==> config.mk <==
export PLATFORM = sky130hd
export DESIGN_NAME = lsu_align_flat
export DESIGN_NICKNAME = d
export VERILOG_FILES = /design/src/rtl/lsu_align_if.sv /design/src/rtl/lsu_align.sv /design/src/flat_wrapper.sv
export SDC_FILE = /design/constraint.sdc
export NUM_CORES = 1
export LEC_CHECK = 0
export CAP_MARGIN = 30
export CORE_ASPECT_RATIO = 0.8
export CORE_MARGIN = 2
export CORE_UTILIZATION = 37
export DETAILED_ROUTE_END_ITERATION = 8
export PLACE_DENSITY = 0.87
export SLEW_MARGIN = 5
export SYNTH_ARGS = -nofsm -noshare
export SYNTH_HDL_FRONTEND = slang
export SYNTH_SLANG_ARGS = --single-unit
==> constraint.sdc <==
create_clock -name clk -period 3.4 [get_ports clk]
set_input_delay 0.85 -clock clk [delete_from_list [all_inputs] [get_ports clk]]
set_output_delay 0.85 -clock clk [all_outputs]
set_load 0.01 [all_outputs]
==> src/rtl/lsu_align_if.sv <==
// lsu_align_if -- bundle of every request, response and RAM-port signal of
// the lsu_align load/store alignment stage.
//
// Handshake semantics (all three channels): a transfer happens on a rising
// clock edge where both valid and ready are high. The RAM read-data return
// (t_mem_valid/t_mem_data) has no ready; it is a one-cycle pulse that the
// stage must take when offered.
//
// Modports:
//   slave  : the lsu_align side (drives t_req_ready, i_rsp_*, i_mem_*)
//   master : the environment side (core + RAM)
//
// Parameter ADDR_W: byte-address width of the RAM port (log2(depth)+2).
interface lsu_align_if #(
  parameter int ADDR_W = 15
);
  // core request
  logic                t_req_valid;
  logic                t_req_ready;
  logic                t_req_we;
  logic [2:0]          t_req_funct3;
  logic [31:0]         t_req_addr;
  logic [31:0]         t_req_wdata;
  // core response
  logic                i_rsp_valid;
  logic                i_rsp_ready;
  logic [31:0]         i_rsp_data;
  logic                i_rsp_err;
  // RAM request
  logic                i_mem_valid;
  logic                i_mem_ready;
  logic                i_mem_we;
  logic [ADDR_W-1:0]   i_mem_addr;
  logic [3:0][7:0]     i_mem_data;
  logic [3:0]          i_mem_mask;
  // RAM read return
  logic                t_mem_valid;
  logic [3:0][7:0]     t_mem_data;

  modport slave (
    input  t_req_valid, t_req_we, t_req_funct3, t_req_addr, t_req_wdata,
    output t_req_ready,
    output i_rsp_valid, i_rsp_data, i_rsp_err,
    input  i_rsp_ready,
    output i_mem_valid, i_mem_we, i_mem_addr, i_mem_data, i_mem_mask,
    input  i_mem_ready,
    input  t_mem_valid, t_mem_data
  );

  modport master (
    output t_req_valid, t_req_we, t_req_funct3, t_req_addr, t_req_wdata,
    input  t_req_ready,
    input  i_rsp_valid, i_rsp_data, i_rsp_err,
    output i_rsp_ready,
    input  i_mem_valid, i_mem_we, i_mem_addr, i_mem_data, i_mem_mask,
    output i_mem_ready,
    output t_mem_valid, t_mem_data
  );
endinterface

==> src/rtl/lsu_align.sv <==
// lsu_align -- load/store alignment stage between execute and one port of a
// byte-addressable 32-bit data RAM. Turns LB/LH/LW/LBU/LHU/SB/SH/SW into a
// RAM access with lane-replicated write data and byte mask, and extends the
// returned read data. At most one access is outstanding; the response is
// buffered because the RAM return cannot be stalled.
//
// Ports:
//   clk        clock
//   rstf       asynchronous active-low reset
//   bus        lsu_align_if.slave (request, response, RAM port)
//   dbg_state  current FSM state: 0 = IDLE, 1 = RD_WAIT, 2 = RSP
//
// Optional feature: define LSU_MISALIGN_TRAP_EN to reject misaligned
// halfword/word accesses with err = 1. Without it, the low address bits are
// ignored for lane selection (but still passed on i_mem_addr).
module lsu_align #(
  parameter int ADDR_W = 15
) (
  input  logic          clk,
  input  logic          rstf,
  lsu_align_if.slave    bus,
  output logic [1:0]    dbg_state
);

  typedef enum logic [1:0] {
    IDLE    = 2'd0,
    RD_WAIT = 2'd1,
    RSP     = 2'd2
  } state_t;

  state_t      state, state_nxt;

  logic [31:0] rsp_data, rsp_data_nxt;
  logic        rsp_err, rsp_err_nxt;
  logic        rsp_load;
  logic [2:0]  ld_funct3;
  logic [1:0]  ld_off;
  logic        ld_cap;

  logic        illegal, misalign, reject;
  logic [31:0] st_data;
  logic [3:0]  st_mask;
  logic [7:0]  ld_byte;
  logic [15:0] ld_half;
  logic [31:0] ld_ext;

  // Request decode: reject is evaluated from the raw request so that
  // rejects can be accepted even while the RAM port is not ready.
  always_comb begin
    if (bus.t_req_we) begin
      illegal = (bus.t_req_funct3 > 3'd2);
    end else begin
      illegal = (bus.t_req_funct3 == 3'b011) || (bus.t_req_funct3[2:1] == 2'b11);
    end
`ifdef LSU_MISALIGN_TRAP_EN
    misalign = ((bus.t_req_funct3[1:0] == 2'b01) && bus.t_req_addr[0]) ||
               ((bus.t_req_funct3[1:0] == 2'b10) && (bus.t_req_addr[1:0] != 2'b00));
`else
    misalign = 1'b0;
`endif
    reject = illegal | misalign;
  end

  // Store lane placement: data is replicated so the mask alone picks lanes.
  always_comb begin
    st_data = bus.t_req_wdata;
    st_mask = 4'b1111;
    case (bus.t_req_funct3[1:0])
      2'b00: begin
        st_data = {4{bus.t_req_wdata[7:0]}};
        st_mask = 4'b0001 << bus.t_req_addr[1:0];
      end
      2'b01: begin
        st_data = {2{bus.t_req_wdata[15:0]}};
        st_mask = bus.t_req_addr[1] ? 4'b1100 : 4'b0011;
      end
      default: ;
    endcase
  end

  // Load extraction from the captured offset and funct3.
  always_comb begin
    ld_byte = bus.t_mem_data[ld_off];
    ld_half = ld_off[1] ? {bus.t_mem_data[3], bus.t_mem_data[2]}
                        : {bus.t_mem_data[1], bus.t_mem_data[0]};
    case (ld_funct3)
      3'b000:  ld_ext = {{24{ld_byte[7]}}, ld_byte};
      3'b001:  ld_ext = {{16{ld_half[15]}}, ld_half};
      3'b100:  ld_ext = {24'd0, ld_byte};
      3'b101:  ld_ext = {16'd0, ld_half};
      default: ld_ext = bus.t_mem_data;
    endcase
  end

  // RAM request fields follow the core request; only valid is gated.
  assign bus.i_mem_we   = bus.t_req_we;
  assign bus.i_mem_addr = bus.t_req_addr[ADDR_W-1:0];
  assign bus.i_mem_data = st_data;
  assign bus.i_mem_mask = bus.t_req_we ? st_mask : 4'b0000;

  assign bus.i_rsp_valid = (state == RSP);
  assign bus.i_rsp_data  = rsp_data;
  assign bus.i_rsp_err   = rsp_err;
  assign dbg_state       = state;

  always_ff @(posedge clk or negedge rstf) begin
    if (!rstf) state <= IDLE;
    else       state <= state_nxt;
  end

  always_comb begin
    state_nxt       = state;
    bus.t_req_ready = 1'b0;
    bus.i_mem_valid = 1'b0;
    rsp_load        = 1'b0;
    rsp_data_nxt    = 32'd0;
    rsp_err_nxt     = 1'b0;
    ld_cap          = 1'b0;
    case (state)
      IDLE: begin
        bus.t_req_ready = bus.i_mem_ready | reject;
        bus.i_mem_valid = bus.t_req_valid & ~reject;
        if (bus.t_req_valid && bus.t_req_ready) begin
          if (reject) begin
            state_nxt   = RSP;
            rsp_load    = 1'b1;
            rsp_err_nxt = 1'b1;
          end else if (bus.t_req_we) begin
            state_nxt = RSP;
            rsp_load  = 1'b1;
          end else begin
            state_nxt = RD_WAIT;
            ld_cap    = 1'b1;
          end
        end
      end
      RD_WAIT: begin
        if (bus.t_mem_valid) begin
          state_nxt    = RSP;
          rsp_load     = 1'b1;
          rsp_data_nxt = ld_ext;
        end
      end
      RSP: begin
        if (bus.i_rsp_ready) state_nxt = IDLE;
      end
      default: state_nxt = IDLE;
    endcase
  end

  always_ff @(posedge clk or negedge rstf) begin
    if (!rstf) begin
      rsp_data  <= 32'd0;
      rsp_err   <= 1'b0;
      ld_funct3 <= 3'd0;
      ld_off    <= 2'd0;
    end else begin
      if (ld_cap) begin
        ld_funct3 <= bus.t_req_funct3;
        ld_off    <= bus.t_req_addr[1:0];
      end
      if (rsp_load) begin
        rsp_data <= rsp_data_nxt;
        rsp_err  <= rsp_err_nxt;
      end
    end
  end

endmodule
==> src/flat_wrapper.sv <==
// flat-port wrapper written by rule: the top's interface ports become plain ports
module lsu_align_flat 
#(
  parameter int ADDR_W = 15
)
  (clk, rstf, dbg_state, bus_t_req_valid, bus_t_req_we, bus_t_req_funct3, bus_t_req_addr, bus_t_req_wdata, bus_t_req_ready, bus_i_rsp_valid, bus_i_rsp_data, bus_i_rsp_err, bus_i_rsp_ready, bus_i_mem_valid, bus_i_mem_we, bus_i_mem_addr, bus_i_mem_data, bus_i_mem_mask, bus_i_mem_ready, bus_t_mem_valid, bus_t_mem_data);
  lsu_align_if #(.ADDR_W(ADDR_W)) bus_i ();
  input  logic clk;
  input  logic rstf;
  output logic [1:0] dbg_state;
  input wire logic [$bits(bus_i.t_req_valid)-1:0] bus_t_req_valid;
  input wire logic [$bits(bus_i.t_req_we)-1:0] bus_t_req_we;
  input wire logic [$bits(bus_i.t_req_funct3)-1:0] bus_t_req_funct3;
  input wire logic [$bits(bus_i.t_req_addr)-1:0] bus_t_req_addr;
  input wire logic [$bits(bus_i.t_req_wdata)-1:0] bus_t_req_wdata;
  output wire logic [$bits(bus_i.t_req_ready)-1:0] bus_t_req_ready;
  output wire logic [$bits(bus_i.i_rsp_valid)-1:0] bus_i_rsp_valid;
  output wire logic [$bits(bus_i.i_rsp_data)-1:0] bus_i_rsp_data;
  output wire logic [$bits(bus_i.i_rsp_err)-1:0] bus_i_rsp_err;
  input wire logic [$bits(bus_i.i_rsp_ready)-1:0] bus_i_rsp_ready;
  output wire logic [$bits(bus_i.i_mem_valid)-1:0] bus_i_mem_valid;
  output wire logic [$bits(bus_i.i_mem_we)-1:0] bus_i_mem_we;
  output wire logic [$bits(bus_i.i_mem_addr)-1:0] bus_i_mem_addr;
  output wire logic [$bits(bus_i.i_mem_data)-1:0] bus_i_mem_data;
  output wire logic [$bits(bus_i.i_mem_mask)-1:0] bus_i_mem_mask;
  input wire logic [$bits(bus_i.i_mem_ready)-1:0] bus_i_mem_ready;
  input wire logic [$bits(bus_i.t_mem_valid)-1:0] bus_t_mem_valid;
  input wire logic [$bits(bus_i.t_mem_data)-1:0] bus_t_mem_data;
  assign bus_i.t_req_valid = bus_t_req_valid;
  assign bus_i.t_req_we = bus_t_req_we;
  assign bus_i.t_req_funct3 = bus_t_req_funct3;
  assign bus_i.t_req_addr = bus_t_req_addr;
  assign bus_i.t_req_wdata = bus_t_req_wdata;
  assign bus_t_req_ready = bus_i.t_req_ready;
  assign bus_i_rsp_valid = bus_i.i_rsp_valid;
  assign bus_i_rsp_data = bus_i.i_rsp_data;
  assign bus_i_rsp_err = bus_i.i_rsp_err;
  assign bus_i.i_rsp_ready = bus_i_rsp_ready;
  assign bus_i_mem_valid = bus_i.i_mem_valid;
  assign bus_i_mem_we = bus_i.i_mem_we;
  assign bus_i_mem_addr = bus_i.i_mem_addr;
  assign bus_i_mem_data = bus_i.i_mem_data;
  assign bus_i_mem_mask = bus_i.i_mem_mask;
  assign bus_i.i_mem_ready = bus_i_mem_ready;
  assign bus_i.t_mem_valid = bus_t_mem_valid;
  assign bus_i.t_mem_data = bus_t_mem_data;
  lsu_align #(.ADDR_W(ADDR_W)) u_core (.clk(clk), .rstf(rstf), .bus(bus_i), .dbg_state(dbg_state));
endmodule
==> impl_metrics.ini, run 1 <==
[layout]
antenna_cells = 0
final_cell_mix = clkdlybuf4s50_1, dfrtp_1, o21ai_0
final_layout_size_suffix_gt1_share_pct = 11.2
fill_cells = 564
final_common_cell = clkdlybuf4s50_1
area_growth_pct = 59.9
multi_input_area_mm2 = 0.00128
final_nets = 499
seqCellArea_mm2 = 0.00100
final_cells = 481

[power]
combPwrFrac_pct = 44.9
vdd_drop_max_mv = 0.262
pwr-share-clk_pct = 18.2
seq_power_share_pct = 36.8
sw_frac_of_total_pct = 35.2
power_mw = 1.81
pwr_density_cell_mw_per_mm2 = 438
p_leak_nw = 1.71
internal-power_mw = 1.17
p_sw_mw = 0.636

[place]
numPortBuffers = 152
dp_cells = 472
gp_congestion = 0.824
preCtsSetupSlack_ns = 0.000684
dp_hpwl_um = 6660

[setup_path]
cp-end-kind = output pin
cp_data_required_time_ns = 2.55
crit_top_cell = clkdlybuf4s50_1
cp_data_arrival_time_ns = 2.34
cp_top_family = buffers and inverters
worstPathCellList = clkdlybuf4s50_1 > o21ai_1 > buf_4 > and3_1 > clkdlybuf4s50_1
path_max_fanout = 4
critPathSlowestCell = clkdlybuf4s50_1
criticalPathCategory = in2out
critPathBufInv = 3
start_kind = input port
critical_path.max_stage_delay_ns = 0.53

[timing]
grt_setup_unrepaired = no
hold_viol_final = 0
fmax_mhz = 314
fin_crit_sh_pct = 93.8
hold_slack_ns = 0.350
relSlewSlack_pct = 51.8
setup_tns_ns = 0
worst_pin_slew_ns = 0.720
fin_ws_ns = 0.212
clock_skew_ns = 0.00411
final.min_clock_period_ns = 3.19
maxSlewViolCount = 0
setup_viol = 0

[yosys]
synthCells = 264
synthArstFlopShare_pct = 100
syn-num-nets = 370
yosys_warnings = 0
synth.avg_cell_area_um2 = 9.77
synth-edff-count = 0
yosysSeqAreaShare_pct = 38.8
ys_types = 38
syn_area_mm2 = 0.00258
synth_seq_cells = 40
synthFlopType = dfrtp_1

[global_route]
grt.total_usage_pct = 21.8
antenna_found_initial = 0
grt_max_degree = 41
grt_pass1_vias = 2553
grt_overflow = 0
grt_pass1_wl_um = 13500

[clocking]
cts_hold_buf = 0
cts_tree = yes
clock_latency_ns = 0.29
clkSlewWorstSetupHoldPaths_ns = 0.07
cts.sinks = 40
htree_num_levels = 2
clock_path_buffers = 2
root_buffer = clkbuf_8
cts_buffers = 5

[floorplanning]
ios = 196
die-area_mm2 = 0.00766
core-area_mm2 = 0.00682
die_height_um = 78.7
die_w_um = 97.4
initial_utilization_pct = 37.8
rows = 27

[detailed_routing]
ant_nets = 0
wirelength_um = 8650
drc = 0
vias = 2564
first_pass_iters = 4
via_per_inst = 5.33
drt_iter0_drc = 175
wl_per_cell_um = 18.0

[flow_run]
cap_violations = 0

[hold_path]
hold_path_class = in2async

[outcome]
outcome = completed
logic make-up (layout without fill, tap and decap cells):
family,count (synthesis),after routing,share of synthesized area (%)
AOI/OAI and AO/OA,84,84,24.0
buffers and inverters,47,177,11.6
DFF,40,40,38.8
muxes,30,30,13.1
and+or+nand+nor,63,63,12.5
stage by stage:
step,area (um^2),utilization (%)
global route,4130,60.5
detailed placement,4010,58.7
global placement,4010,58.7
CTS,4100,60.0
floorplan,2580,-
finish,4130,60.5
worst paths after layout:
| kind | start | end | slack (ns) | depth (start not counted) |
|---|---|---|---|---|
| max | bus_t_req_funct3[2] | bus_i_mem_valid | 0.21 | 5 |
| min | rstf | u_core.bus.i_rsp_data[29] | 0.35 | 1 |
| max reg2reg | u_core.ld_off[1] | u_core.bus.i_rsp_data[23] | 1.28 | 4 |
| min reg2reg | u_core.bus.i_rsp_data[7] | u_core.bus.i_rsp_data[7] | 0.49 | 1 |
| max in group asynchronous | rstf | u_core.bus.i_rsp_data[20] | 2.66 | 2 |
| min in group clk | u_core.bus.i_rsp_data[7] | u_core.bus.i_rsp_data[7] | 0.49 | 1 |
synthesized netlist by cell type, types with 6 or more instances:
| cell | instances | area, um^2 |
|---|---|---|
| nand2b_1 | 11 | 68.8 |
| dfrtp_1 | 40 | 1000 |
| o22ai_1 | 7 | 43.8 |
| nor2_1 | 6 | 22.5 |
| a221o_1 | 16 | 160 |
| a21boi_0 | 7 | 52.6 |
| o21ai_0 | 27 | 135 |
| nand3_1 | 9 | 45.0 |
| buf_4 | 24 | 180 |
| buf_2 | 7 | 35.0 |
| mux2i_1 | 9 | 90.1 |
| o2bb2ai_1 | 15 | 131 |
| mux2_2 | 20 | 225 |
| nand2_1 | 23 | 86.3 |
routing by layer:
| metal | wire (um) | global-route usage (%) |
|---|---|---|
| met5 | 0 | 0 |
| met4 | 46 | 3.75 |
| met3 | 617 | 6.07 |
| met2 | 4190 | 33.5 |
| met1 | 3790 | 31.2 |
power groups by stage:
stage	registers [mW]	clock network (mW)	logic, mW
4_1_cts	0.663	0.338	0.811
3_3_place_gp	0.666	0	0.788
5_1_grt	0.679	0.363	0.878
6_report	0.665	0.329	0.812
2_1_floorplan	0.649	0	0.432
3_5_place_dp	0.670	0	0.805
sequential cells by signal (all words and copies together), names as in the netlist:
register / count
u_core.ld_off: 2
u_core.bus.i_rsp_data: 32
u_core.bus.i_rsp_err: 1
u_core.dbg_state: 2
u_core.ld_funct3: 3
what timing repair did:
item,in CTS,in global routing
setup buffers,0,0
resized for setup,0,3
endpoints found under the hold margin,0,0
setup endpoints to repair,0,22
layout make-up:
| cell class | count | area share [%] |
|---|---|---|
| repair buffers | 164 | 39.4 |
| multi-input cells | 177 | 31.0 |
| flip-flops and latches | 40 | 24.3 |
| well taps | 87 | 2.64 |
| clock buffers | 8 | 2.18 |
| inverters | 5 | 0.455 |
Note: power is estimated with default switching activity, not from simulation.
==> run 2, diff against run 1 <==
CORE_AREA = 2 2 75 77   (was not set)
CORE_ASPECT_RATIO = not set   (was 0.8)
CORE_MARGIN = not set   (was 2)
CORE_UTILIZATION = not set   (was 37)
DIE_AREA = 0 0 77 79   (was not set)
DONT_BUFFER_PORTS = 1   (was not set)
PLACE_DENSITY = not set   (was 0.87)
==> impl_metrics.ini, run 2 (synthesized netlist as in run 1, its figures left out) <==
[outcome]
outcome = completed

[setup_path]
path_max_fanout = 31
start_kind = input port
critPathSlowestCell = nor2_1
cp_data_required_time_ns = 2.55
criticalPathCategory = in2out
cp_top_family = simple AND/OR/NAND/NOR gates
cp_data_arrival_time_ns = 1.83
critical_path.max_stage_delay_ns = 0.52
worstPathCellList = nor2_1 > mux2_2
critPathBufInv = 0
cp-end-kind = output pin

[global_route]
grt_max_degree = 41
grt.total_usage_pct = 19.7
grt_pass1_wl_um = 9520
antenna_found_initial = 0
grt_pass1_vias = 1793
grt_overflow = 0

[floorplanning]
ios = 196
die_w_um = 77
die-area_mm2 = 0.00608
core-area_mm2 = 0.00534
rows = 27
die_height_um = 79
initial_utilization_pct = 48.3

[timing]
clock_skew_ns = 0.00735
final.min_clock_period_ns = 2.68
relSlewSlack_pct = 54.8
worst_pin_slew_ns = 0.676
fin_crit_sh_pct = 78.7
hold_viol_final = 0
setup_tns_ns = 0
maxSlewViolCount = 0
grt_setup_unrepaired = no
fmax_mhz = 374
setup_viol = 0

[clocking]
cts_tree = yes
cts_buffers = 5
clkSlewWorstSetupHoldPaths_ns = 0.08
cts_hold_buf = 0
cts_resized = 0
htree_num_levels = 2
root_buffer = clkbuf_8
clock_path_buffers = 2
cts_setup_buffers = 0
clock_latency_ns = 0.30
cts.sinks = 40

[detailed_routing]
first_pass_iters = 4
ant_nets = 0
vias = 1911
drt_iter0_drc = 121
wirelength_um = 6290
drc = 0
wl_per_cell_um = 20.7
via_per_inst = 6.29

[layout]
final_common_cell = dfrtp_1
design_area_mm2 = 0.00250
final_cell_mix = dfrtp_1, o21ai_0, nand2_1
final_nets = 337
final_layout_size_suffix_gt1_share_pct = 14.7
final_cells = 304
area_growth_pct = -3.15
antenna_cells = 0
largest_reg_flops = 32

[power]
vdd_drop_max_mv = 0.207
pwr_density_cell_mw_per_mm2 = 579
p_leak_nw = 1.06
power_mw = 1.45

[hold_path]
hold_path_class = in2async

[place]
gp_congestion = 0.888
numPortBuffers = 0
dpl_cell_area_mm2 = 0.00240
dp_cells = 296
dp_hpwl_um = 4770

[flow_run]
cap_violations = 0
run 2: report_power, final:
| part | leakage [nW] | internal [mW] | switching [mW] | total [mW] |
|---|---|---|---|---|
| sequential | 0.539 | 0.563 | 0.138 | 0.701 |
| clock | 0.0445 | 0.165 | 0.168 | 0.332 |
| combinational | 0.478 | 0.186 | 0.228 | 0.414 |
| total | 1.06 | 0.914 | 0.534 | 1.45 |
run 2: per-stage QoR:
step,hold slack (ns),setup slack [ns],utilization (%)
4_1_cts,0.234,0.712,46.8
5_1_grt,0.232,0.612,46.8
3_5_place_dp,0.541,0.712,45.1
3_3_place_gp,0.535,0.714,45.1
2_1_floorplan,0.504,0.889,-
6_report,0.240,0.723,46.8
run 2: final timing paths:
kind / startpoint / cells after the start / endpoint / slack [ns]
max reg2reg: u_core.ld_off[1] / 4 / u_core.bus.i_rsp_data[11] / 1.37
min in group clk: u_core.ld_funct3[2] / 1 / u_core.ld_funct3[2] / 0.56
max in group asynchronous: rstf / 0 / u_core.bus.i_rsp_data[12] / 3.07
max: bus_t_req_funct3[1] / 2 / bus_i_mem_data[12] / 0.72
min reg2reg: u_core.ld_funct3[2] / 1 / u_core.ld_funct3[2] / 0.56
min: rstf / 0 / u_core.dbg_state[1] / 0.24
run 2: layout make-up:
type	count	area, um^2
Fill cell	520	2840
Multi-Input combinational cell	177	1280
Sequential cell	40	1000
Tap cell	72	90.1
Clock buffer	7	86.3
Inverter	5	18.8
Timing Repair Buffer	2	15.0
Clock inverter	1	7.51
run 2: per-layer routing:
layer	vias to the layer above	track usage [%]	share of wire, %
met5	-	0	0
met4	0	7.32	1.8
met3	15	6.93	9.3
met2	110	34.2	49
met1	905	22.5	40
li1	881	-	-
==> patch, RTL diff (config.mk and constraints of run 2) <==
Put one more register stage on the output `dbg_state`, without a reset. The value now appears one clock later. The other outputs are not delayed to match.
--- a/src/rtl/lsu_align.sv
+++ b/src/rtl/lsu_align.sv
@@ -103,3 +103,5 @@
   assign bus.i_rsp_err   = rsp_err;
-  assign dbg_state       = state;
+  always_ff @(posedge clk) begin
+    dbg_state <= state;
+  end
 
Behaviour: not the same (Yosys sat finds a counterexample within 4 cycles, from zero or initial values and one cycle with rstf low).
==> patch against run 2 <==
- wire length grew 2.9%
- sequential cell count grew 2
- power grew 7.7%
- final cell count grew 1.3%
- area after synthesis grew 1.3%
- worst setup slack gained 0.33 ns
- final area grew 3.1%
- non-clock buffer count grew 2
- largest cell class unchanged
==> patch: results (changes against run 2) <==
stage,metric,value,unit,change
place,gp_congestion,0.806,,-9.3%
place,hpwl,4.85,mm,+1.5%
pwr,power.leakage,1.10,nW,+3.8%
critical_path,r2r-end,u_core.bus.i_rsp_data[12],,
timing,finalClockSkew,0.00599,ns,-0.00136 ns
route,drtIter0Drc,92,,-24%
finish,multi_input_area_share,0.497,,-0.0154
finish,final_nets,341,,+1.2%
global_route,grt_pass1_vias,1849,,+3.1%
critical_path,crit_end,bus_i_mem_data[11],,
critical_path,worst_path_max_delay_cell,mux2_2,,
finish,layout.nonclk_buf_frac,0.0117,,+0.00565
route,drt-vias-per-instance,6.20,,-1.3%
run_status,status,completed,,
global_route,grt_use_total,0.205,,+0.00792
finish,seq_share,0.404,,+0.00348
global_route,grt_pass1_wl,9.80,mm,+3.0%
timing,slew_headroom,0.567,,+0.0195
route,firstDrtPassIters,6,,+2
finish,buffers,4,,+2
global_route,use_met2,0.348,,+0.00614
timing,whs,0.243,ns,+0.00340 ns
route,wl_met3,608,um,+4.3%
finish,n_fill_cell,531,,+2.1%
yosys,syn_nets,372,,+0.54%
## patch: power breakdown
part | internal [mW] | total [mW] | switching, mW
sequential | 0.590 | 0.732 | 0.142
combinational | 0.187 | 0.417 | 0.230
clock | 0.239 | 0.409 | 0.170
total | 1.02 | 1.56 | 0.542
## patch: through the flow
step	std cells	instance area (um^2)	total power, mW	worst slack (ns)	utilization
floorplan	266	2610	1.11	0.889	-
detailed placement	300	2460	1.16	1.05	0.461
global placement	300	2460	1.16	1.05	0.461
CTS	308	2580	1.58	1.05	0.483
global route	308	2580	1.65	1.02	0.483
finish	308	2580	1.56	1.06	0.483
## patch: logic make-up (layout without fill, tap and decap cells)
| family | Yosys count | in the layout | share of synthesized area |
|---|---|---|---|
| AOI/OAI and AO/OA | 84 | 84 | 0.237 |
| buffers and inverters | 47 | 17 | 0.112 |
| DFF | 42 | 42 | 0.398 |
| muxes | 30 | 30 | 0.129 |
| and+or+nand+nor | 63 | 63 | 0.124 |
